===== config.mk =====
export PLATFORM = sky130hd
export DESIGN_NAME = ssp_tx_unit
export DESIGN_NICKNAME = d
export VERILOG_FILES = /design/src/rtl/ssp_pkg.sv /design/src/rtl/ssp_tx_fifo.sv /design/src/rtl/ssp_tx_unit.sv
export SDC_FILE = /design/constraint.sdc
export NUM_CORES = 1
export LEC_CHECK = 0
export ABC_CLOCK_PERIOD_IN_PS = 5500
export BUFFER_PORTS_ARGS = -buffer_cell sky130_fd_sc_hd__buf_2
export CAP_MARGIN = 20
export CELL_PAD_IN_SITES_DETAIL_PLACEMENT = 0
export CELL_PAD_IN_SITES_GLOBAL_PLACEMENT = 1
export CORE_UTILIZATION = 38
export CTS_BUF_LIST = sky130_fd_sc_hd__clkbuf_8
export CTS_CLUSTER_DIAMETER = 120
export CTS_CLUSTER_SIZE = 28
export DETAILED_ROUTE_END_ITERATION = 12
export MAX_ROUTING_LAYER = met4
export PLACE_DENSITY_LB_ADDON = 0.3
export SLEW_MARGIN = 20
export SYNTH_ARGS = -nofsm -noshare
export SYNTH_HDL_FRONTEND = slang
export SYNTH_SLANG_ARGS = --single-unit
export TNS_END_PERCENT = 50

===== constraint.sdc =====
create_clock -name clk_i -period 5.5 [get_ports clk_i]
set_input_delay 0.55 -clock clk_i [delete_from_list [all_inputs] [get_ports clk_i]]
set_output_delay 0.55 -clock clk_i [all_outputs]
set_load 0.03 [all_outputs]

===== src/rtl/ssp_pkg.sv =====
// Shared types and default sizes for the serial synchronous port.
// Both the transmit unit and its FIFO import this package.
package ssp_pkg;

    localparam int SSP_DATA_W   = 8;
    localparam int SSP_TX_DEPTH = 4;

    typedef enum logic [1:0] {
        IDLE  = 2'd0,
        FRAME = 2'd1,
        SHIFT = 2'd2
    } tx_state_t;

endpackage


===== src/rtl/ssp_tx_fifo.sv =====
// Transmit FIFO: small circular buffer with an occupancy counter.
// It also provides registered full/empty flags and a drop pulse.
module ssp_tx_fifo
    import ssp_pkg::*;
#(
    parameter int DATA_W = SSP_DATA_W,
    parameter int DEPTH  = SSP_TX_DEPTH
) (
    input  logic              clk,
    input  logic              clear_n,
    input  logic              push,
    input  logic [DATA_W-1:0] push_data,
    input  logic              pop,
    output logic [DATA_W-1:0] pop_data,
    output logic              full,
    output logic              empty,
    output logic              wr_drop
);

    localparam int PTR_W = $clog2(DEPTH);
    localparam int CNT_W = PTR_W + 1;
    localparam logic [CNT_W-1:0] FULL_CNT = CNT_W'(DEPTH);

    logic [DATA_W-1:0] mem [DEPTH];
    logic [PTR_W-1:0]  wptr_reg;
    logic [PTR_W-1:0]  rptr_reg;
    logic [CNT_W-1:0]  count_reg;
    logic [CNT_W-1:0]  count_next;
    logic              full_reg;
    logic              empty_reg;
    logic              wr_drop_reg;
    logic              push_ok;
    logic              pop_ok;

    // Acceptance uses the registered flags, so a same-cycle pop never frees a slot.
    assign push_ok = push & ~full_reg;
    assign pop_ok  = pop & ~empty_reg;

    always_comb begin
        count_next = count_reg;
        case ({push_ok, pop_ok})
            2'b10:   count_next = count_reg + CNT_W'(1);
            2'b01:   count_next = count_reg - CNT_W'(1);
            default: count_next = count_reg;
        endcase
    end

    // Storage carries no reset: contents are invalidated by clearing the count.
    always_ff @(posedge clk) begin
        if (push_ok) begin
            mem[wptr_reg] <= push_data;
        end
    end

    always_ff @(posedge clk or negedge clear_n) begin
        if (!clear_n) begin
            wptr_reg    <= '0;
            rptr_reg    <= '0;
            count_reg   <= '0;
            full_reg    <= 1'b0;
            empty_reg   <= 1'b1;
            wr_drop_reg <= 1'b0;
        end else begin
            if (push_ok) begin
                wptr_reg <= wptr_reg + PTR_W'(1);
            end
            if (pop_ok) begin
                rptr_reg <= rptr_reg + PTR_W'(1);
            end
            count_reg   <= count_next;
            full_reg    <= (count_next == FULL_CNT);
            empty_reg   <= (count_next == '0);
            wr_drop_reg <= push & full_reg;
        end
    end

    assign pop_data = mem[rptr_reg];
    assign full     = full_reg;
    assign empty    = empty_reg;
    assign wr_drop  = wr_drop_reg;

endmodule


===== src/rtl/ssp_tx_unit.sv =====
// Serial synchronous port transmitter: clk/2 serial clock, frame-sync pulse,
// MSB-first shifter fed from the TX FIFO, with back-to-back frames.
module ssp_tx_unit
    import ssp_pkg::*;
#(
    parameter int DATA_W = SSP_DATA_W,
    parameter int DEPTH  = SSP_TX_DEPTH
) (
    input  logic              clk_i,
    input  logic              clear_n_i,
    input  logic              psel_i,
    input  logic              pwrite_i,
    input  logic [DATA_W-1:0] pwdata_i,
    output logic              sspclkout_o,
    output logic              ssptxd_o,
    output logic              sspfssout_o,
    output logic              tx_full_o,
    output logic              tx_empty_o,
    output logic              tx_busy_o,
    output logic              wr_drop_o
);

    localparam int BIT_W = $clog2(DATA_W);

    tx_state_t         state_reg;
    tx_state_t         state_next;
    logic              div_reg;
    logic [DATA_W-1:0] shreg_reg;
    logic [DATA_W-1:0] shreg_next;
    logic [BIT_W-1:0]  bitcnt_reg;
    logic [BIT_W-1:0]  bitcnt_next;
    logic              txd_reg;
    logic              txd_next;
    logic              fss_reg;
    logic              fss_next;
    logic              tick;
    logic              pop;
    logic              push;
    logic [DATA_W-1:0] pop_data;
    logic              fifo_full;
    logic              fifo_empty;
    logic              fifo_drop;

    assign push = psel_i & pwrite_i;

    ssp_tx_fifo #(
        .DATA_W (DATA_W),
        .DEPTH  (DEPTH)
    ) u_fifo (
        .clk       (clk_i),
        .clear_n   (clear_n_i),
        .push      (push),
        .push_data (pwdata_i),
        .pop       (pop),
        .pop_data  (pop_data),
        .full      (fifo_full),
        .empty     (fifo_empty),
        .wr_drop   (fifo_drop)
    );

    // A tick is the clk edge on which the serial clock falls.
    assign tick = div_reg;

    always_comb begin
        state_next  = state_reg;
        shreg_next  = shreg_reg;
        bitcnt_next = bitcnt_reg;
        txd_next    = txd_reg;
        fss_next    = fss_reg;
        pop         = 1'b0;
        if (tick) begin
            case (state_reg)
                IDLE: begin
                    pop = ~fifo_empty;
                end
                FRAME: begin
                    fss_next    = 1'b0;
                    txd_next    = shreg_reg[DATA_W-1];
                    bitcnt_next = BIT_W'(DATA_W - 1);
                    state_next  = SHIFT;
                end
                SHIFT: begin
                    if (bitcnt_reg != '0) begin
                        shreg_next  = {shreg_reg[DATA_W-2:0], 1'b0};
                        txd_next    = shreg_reg[DATA_W-2];
                        bitcnt_next = bitcnt_reg - BIT_W'(1);
                    end else begin
                        // Last bit has had its full period: chain the next frame or go idle.
                        pop      = ~fifo_empty;
                        txd_next = 1'b0;
                        if (fifo_empty) begin
                            state_next = IDLE;
                        end
                    end
                end
                default: begin
                    state_next = IDLE;
                    txd_next   = 1'b0;
                    fss_next   = 1'b0;
                end
            endcase
            if (pop) begin
                shreg_next = pop_data;
                fss_next   = 1'b1;
                txd_next   = 1'b0;
                state_next = FRAME;
            end
        end
    end

    always_ff @(posedge clk_i or negedge clear_n_i) begin
        if (!clear_n_i) begin
            state_reg  <= IDLE;
            div_reg    <= 1'b0;
            shreg_reg  <= '0;
            bitcnt_reg <= '0;
            txd_reg    <= 1'b0;
            fss_reg    <= 1'b0;
        end else begin
            state_reg  <= state_next;
            div_reg    <= ~div_reg;
            shreg_reg  <= shreg_next;
            bitcnt_reg <= bitcnt_next;
            txd_reg    <= txd_next;
            fss_reg    <= fss_next;
        end
    end

    assign sspclkout_o = div_reg;
    assign ssptxd_o    = txd_reg;
    assign sspfssout_o = fss_reg;
    assign tx_full_o   = fifo_full;
    assign tx_empty_o  = fifo_empty;
    assign tx_busy_o   = (state_reg != IDLE);
    assign wr_drop_o   = fifo_drop;

endmodule


### After elaboration in Yosys (flattened, before gate mapping)

Memory sizes are Yosys's and may differ from the RTL's.
Index checks and enable logic that the tools add are counted.

| storage, ports and cells | value |
|---|---|
| flip-flop bits (word level) | 26 |
| memory bits (writable) | 32 |
| input bits | 12 |
| output and inout port bits | 7 |
| logic and storage cells | 69 |
| memories kept | 1 |

Memories:

| memory | words | bits a word | read ports | clocked after Yosys merged registers in | wr ports | line | text |
|---|---|---|---|---|---|---|---|
| u_fifo.mem | 4 | 8 | 1 | 0 | 1 | ssp_tx_fifo.sv:24 | `logic [DATA_W-1:0] mem [DEPTH];` |

| cells by class | value |
|---|---|
| add/sub/neg operators | 5 |
| equality and inequality tests | 10 |
| mux-type cells | 21 |
| bitwise gates (word level) | 7 |
| reduce and logical (&&, ||, !) cells | 13 |

Operators with widths:

| operator | count |
|---|---|
| 2-to-1 mux 8 bit | 3 |
| case mux 3 bit (2 select lines) | 2 |
| 2-to-1 mux 1 bit | 9 |
| nonzero test 2 bit | 4 |
| 2-to-1 mux 2 bit | 3 |
| case mux 2 bit (3 select lines) | 1 |
| AND reduction 3 bit | 2 |
| subtractor 3 x 1 -> 3 bit, second input constant | 2 |
| adder 2 x 1 -> 2 bit, second input constant | 2 |
| bitwise AND 1 bit | 4 |
| equality test 2 x 1 -> 1 bit, second input constant | 2 |
| equality test 2 bit, second input constant | 2 |
| != test 2 bit, second input constant | 2 |
| AND reduction 2 bit | 2 |
| AND reduction 4 bit | 1 |
| adder 3 x 1 -> 3 bit, second input constant | 1 |
| equality test 3 bit, second input constant | 1 |
| logical NOT 3 bit | 1 |
| 2-to-1 mux 3 bit | 1 |
| != test 3 x 2 -> 1 bit, second input constant | 1 |
| != test 3 bit, second input constant | 1 |
| inverter 1 bit | 3 |
| case mux 1 bit (3 select lines) | 1 |
| nonzero test 3 bit | 1 |
| other kinds (4) | 4 |

### Logic depth before layout (Yosys ltp)

| logic depth | value |
|---|---|
| depth in word-level cells | 9 |
| mapped depth | 10 |
| mapped depth without buffers | 10 |

### By module

From an unflattened synthesis, not the netlist that was laid out.

| second synthesis, totals | value |
|---|---|
| cell total of the unflattened synthesis | 185 |
| area total of the unflattened synthesis | 2602.5 µm² |

Modules (own cells, without submodules):

| module | times used | cells each | area an instance (µm²) |
|---|---|---|---|
| ssp_tx_fifo | 1 | 92 | 1684.1 |
| ssp_tx_unit | 1 | 93 | 918.4 |

### Worst setup path before layout

Ideal clock, no wire load.

| timing | value |
|---|---|
| path kind | register to register |
| from | reg state_reg[0] |
| to | reg u_fifo.full_reg (netlist: u_fifo.full) |
| arrival time | 2.255 ns |
| data required time | 5.434 ns |
| setup slack | 3.179 ns |
| cell stages (with the launch flop) | 11 |
| buffers on the path | 0 |
| clock period less this slack | 2.321 ns |
| cells stage by stage | dfrtp_1 > inv_1 > ha_1 > and3b_1 > o21a_1 > ha_1 > fa_1 > xnor2_1 > nor2_1 > xor2_1 > and2_1 |

| on the way | value |
|---|---|
| word-level cells in the longest chain between the ends | 8 |

Ends and longest elaborated chain:

| what | line | text |
|---|---|---|
| start: declaration | ssp_tx_unit.sv:25 | `tx_state_t state_reg;` |
| start signal: assignment | ssp_tx_unit.sv:120 | `state_reg <= state_next;` |
| equality test 2 bit / logical NOT 2 bit (equally long branches) | ssp_tx_unit.sv:72 | `case (state_reg)` |
| case mux 1 bit (2 select lines) (*) | ssp_tx_unit.sv:72 |  |
| 2-to-1 mux 1 bit (*) (2 in series) | ssp_tx_unit.sv:71 | `if (tick) begin` |
| bitwise AND 1 bit (*) | ssp_tx_fifo.sv:37 | `assign pop_ok = pop & ~empty_reg;` |
| equality test 2 x 1 -> 1 bit / equality test 2 bit (equally long branches) | ssp_tx_fifo.sv:41 | `case ({push_ok, pop_ok})` |
| case mux 3 bit (2 select lines) (*) | ssp_tx_fifo.sv:41 |  |
| via u_fifo.count_next[2] | ssp_tx_fifo.sv:28 | `logic [CNT_W-1:0] count_next;` |
| equality test 3 bit (*) | ssp_tx_fifo.sv:71 | `full_reg <= (count_next == FULL_CNT);` |
| end signal: assignment | ssp_tx_fifo.sv:71 |  |
| end: declaration | ssp_tx_fifo.sv:29 | `logic full_reg;` |

Mark *: on every way through the listed nets, which the timed path passes. The rest lies on a longest branch. The select of a mux whose other input is x is not followed.
A chain may end at the register's enable or synchronous reset.

### Final worst setup path

Ends and elaborated chain as after synthesis.

==> impl_metrics.csv <==
group,metric,value,unit
clock_tree,cts_buffer_depth,2,
critical_path,required,5.78,ns
critical_path,crit_path_cell_trace,"inv_1, ha_1, and3b_1, o21a_1, ha_1, fa_1, xnor2_1, nor2_1, xor2_1, and2_1",
placed_design,place_ws,2.70,ns
synth,ys_warn_count,0,
clock_tree,clkTransAtPathRegs,0.07,ns
sta,worst_pin_slew,0.593,ns
clock_tree,clk_latency,0.34,ns
cells_and_area,final_common_cell,"edfxtp_1",
cells_and_area,seq_area,0.00161,mm2
cells_and_area,final_cell_mix,"edfxtp_1 (32), dfrtp_1 (25), buf_2 (18)",
detailed_routing,viasPerCell,5.06,
detailed_routing,drt_first_pass_iters,4,
synth,ys_seq_elements,58,
synth,ys_types,36,
sta,fmax,0.359,GHz
detailed_routing,drt-initial-drc-count,68,
critical_path,cpMostUsedCell,"ha_1",
sta,period_share,0.507,
detailed_routing,antenna_left,0,
pwr,vdd_drop_max,0.201,mV
synth,async_flop_share,0.448,
detailed_routing,avgRoutedWirePerCell,15.6,um
critical_path,reg2reg_from,"state_reg[0]",
cells_and_area,largest_register_ffs,32,
floorplan,die_w,84.5,um
floorplan,die_h,84.5,um
synth,syn_area_per_cell,14.5,um2
pwr,p_leak,0.00122,uW
critical_path,cp-end-kind,"flip-flop",
placed_design,port_buffers,18,
critical_path,startpoint_type,"flip-flop",
global_route,track_usage,0.147,
floorplan,io_pins,19,
global_route,grt_max_degree,27,
clock_tree,cts_htree_levels,3,
clock_tree,tritoncts,"done",
global_route,grt_remaining_overflow,0,
placed_design,hpwl,2950,um
floorplan,placementRows,29,
critical_path,critPathSlowestCell,"dfrtp_1",
placed_design,gp_congestion,0.765,
detailed_routing,drt-total-wl,4390,um
global_route,grt_pass1_vias,1512,
sta,skew,0.00996,ns
cells_and_area,stdcell_area,0.00291,mm2
cells_and_area,layout-drive-gt1-share,0.239,
detailed_routing,num_vias,1427,
synth,synth_top_area_share,0.372,
sta,slew-limit-headroom,0.605,
critical_path,cp_slowest_stage_delay,0.42,ns
cells_and_area,multiInputGateArea,873,um2
cells_and_area,nNetsFinal,224,
clock_tree,cts_resized,0,
clock_tree,ctsHoldBuffers,0,
cells_and_area,area_growth,12.3,%
clock_tree,postCtsSetupRepairBufs,0,
sta,setup_viol,0,
critical_path,path_max_fanout,13,
synth,synthFlopType,"edfxtp_1",
critical_path,cp.arrival,3.07,ns
global_route,grt_pass1_wl,7490,um
synth,syn_inst,178,
cells_and_area,num-fill-cells,580,
flow_run,drv_cap,0,
sta,drv_slew,0,
sta,rsz0062_at_grt,"no",
floorplan,die-area,0.00714,mm2
critical_path,startpoint,"state_reg[0]",
sta,period_needed,2.79,ns
synth,synth_area,0.00259,mm2
clock_tree,clkSinkCount,58,
cells_and_area,num_antenna_cells,0,
pwr,power.total,1640,uW
synth,synth_top_area_cell,"edfxtp_1",
floorplan,start_util,0.400,
hold_path,worstHoldPathType,"in -> async",
floorplan,core_area,0.00646,mm2
placed_design,place_area,0.00271,mm2
synth,synthTopCellsByArea,"edfxtp_1 (37%), dfrtp_1 (24%), mux4_2 (7.0%)",
critical_path,worstSetupPathType,"reg -> reg",
detailed_routing,drc_errors,0,
synth,synth-edff-count,32,
clock_tree,cts-root-buf,"clkbuf_8",
sta,setup_ws,2.71,ns
run_status,outcome,"finished, final reports clean",
sta,finalSetupTns,0,ns
clock_tree,cts_buffers,9,
sta,finalHoldViolations,0,
pwr,power_density,563,mW/mm2
synth,ys_seq_area_frac,0.624,
synth,synth_nets,202,
global_route,antenna_found_initial,0,
[stage by stage]
step / std cells / hold WS (ns) / utilization
after floorplan: 178 / 0.254 / -
final: 282 / 0.209 / 0.450
after detailed placement: 266 / 0.475 / 0.420
after global placement: 266 / 0.462 / 0.420
after global routing: 282 / 0.249 / 0.450
after CTS: 282 / 0.223 / 0.450
[worst max-delay path, delay by kind of cell (launching register included)]
family          cells  cell delay [ns]
fa+ha+maj           3             1.02
simple gates        3             0.57
flops               1             0.42
xor+xnor            2             0.38
compound gates      1             0.25
buf+inv             1             0.11
[synthesized netlist by cell type, types with 2 or more instances]
library cell and n:
mux2i_1 7, xnor2_1 4, dfrtp_1 25, a31oi_1 3, a21oi_1 3, mux4_2 8
inv_1 10, nor2_1 9, xor2_1 2, nand3_1 4, o21ai_0 10, edfxtp_1 32
and2_1 5, nand2_1 17, ha_1 11, buf_6 4, mux2_2 3, o21ai_1 3
[metal layers]
metal	up-vias	wire length (um)	track usage
li1	682	-	-
met2	25	2140	0.222
met4	0	97	0.0832
met3	9	167	0.0413
met5	-	0	-
met1	711	1980	0.179
[final timing paths]
kind | endpoint | slack, ns | cells after the start
worst max-delay path | u_fifo.full | 2.71 | 10
worst min-delay path | sspclkout_o | 0.21 | 1
worst max register to register | u_fifo.full | 2.71 | 10
worst min register to register | u_fifo.count_reg[2] | 0.48 | 1
max in group asynchronous | sspfssout_o | 4.89 | 1
min in group clk_i | u_fifo.mem[2][3] | 0.43 | 1
[cells by family (layout without fill, tap and decap cells)]
group	count (synthesis)	in the layout	synth area share
AO/OA/AOI/OAI	25	25	0.0663
XOR/XNOR	6	6	0.0203
adder cells (fa/ha/maj)	12	12	0.0610
multiplexers	18	18	0.110
AND/OR/NAND/NOR	42	42	0.0803
flip-flops	58	58	0.624
buffers and inverters	17	44	0.0387
[report_power, final]
part	switching, uW	total [uW]	internal, uW
Sequential	98.2	673	575
Combinational	313	583	270
Clock	172	380	208
[layout make-up]
type,count,share of cell area
multi-input combinational,103,0.301
timing repair buffer,18,0.0310
clock inverter,7,0.0245
tap,77,0.0332
inverter,10,0.0129
clock buffer,9,0.0426
sequential,58,0.555
(Power assumes the default switching activity.)
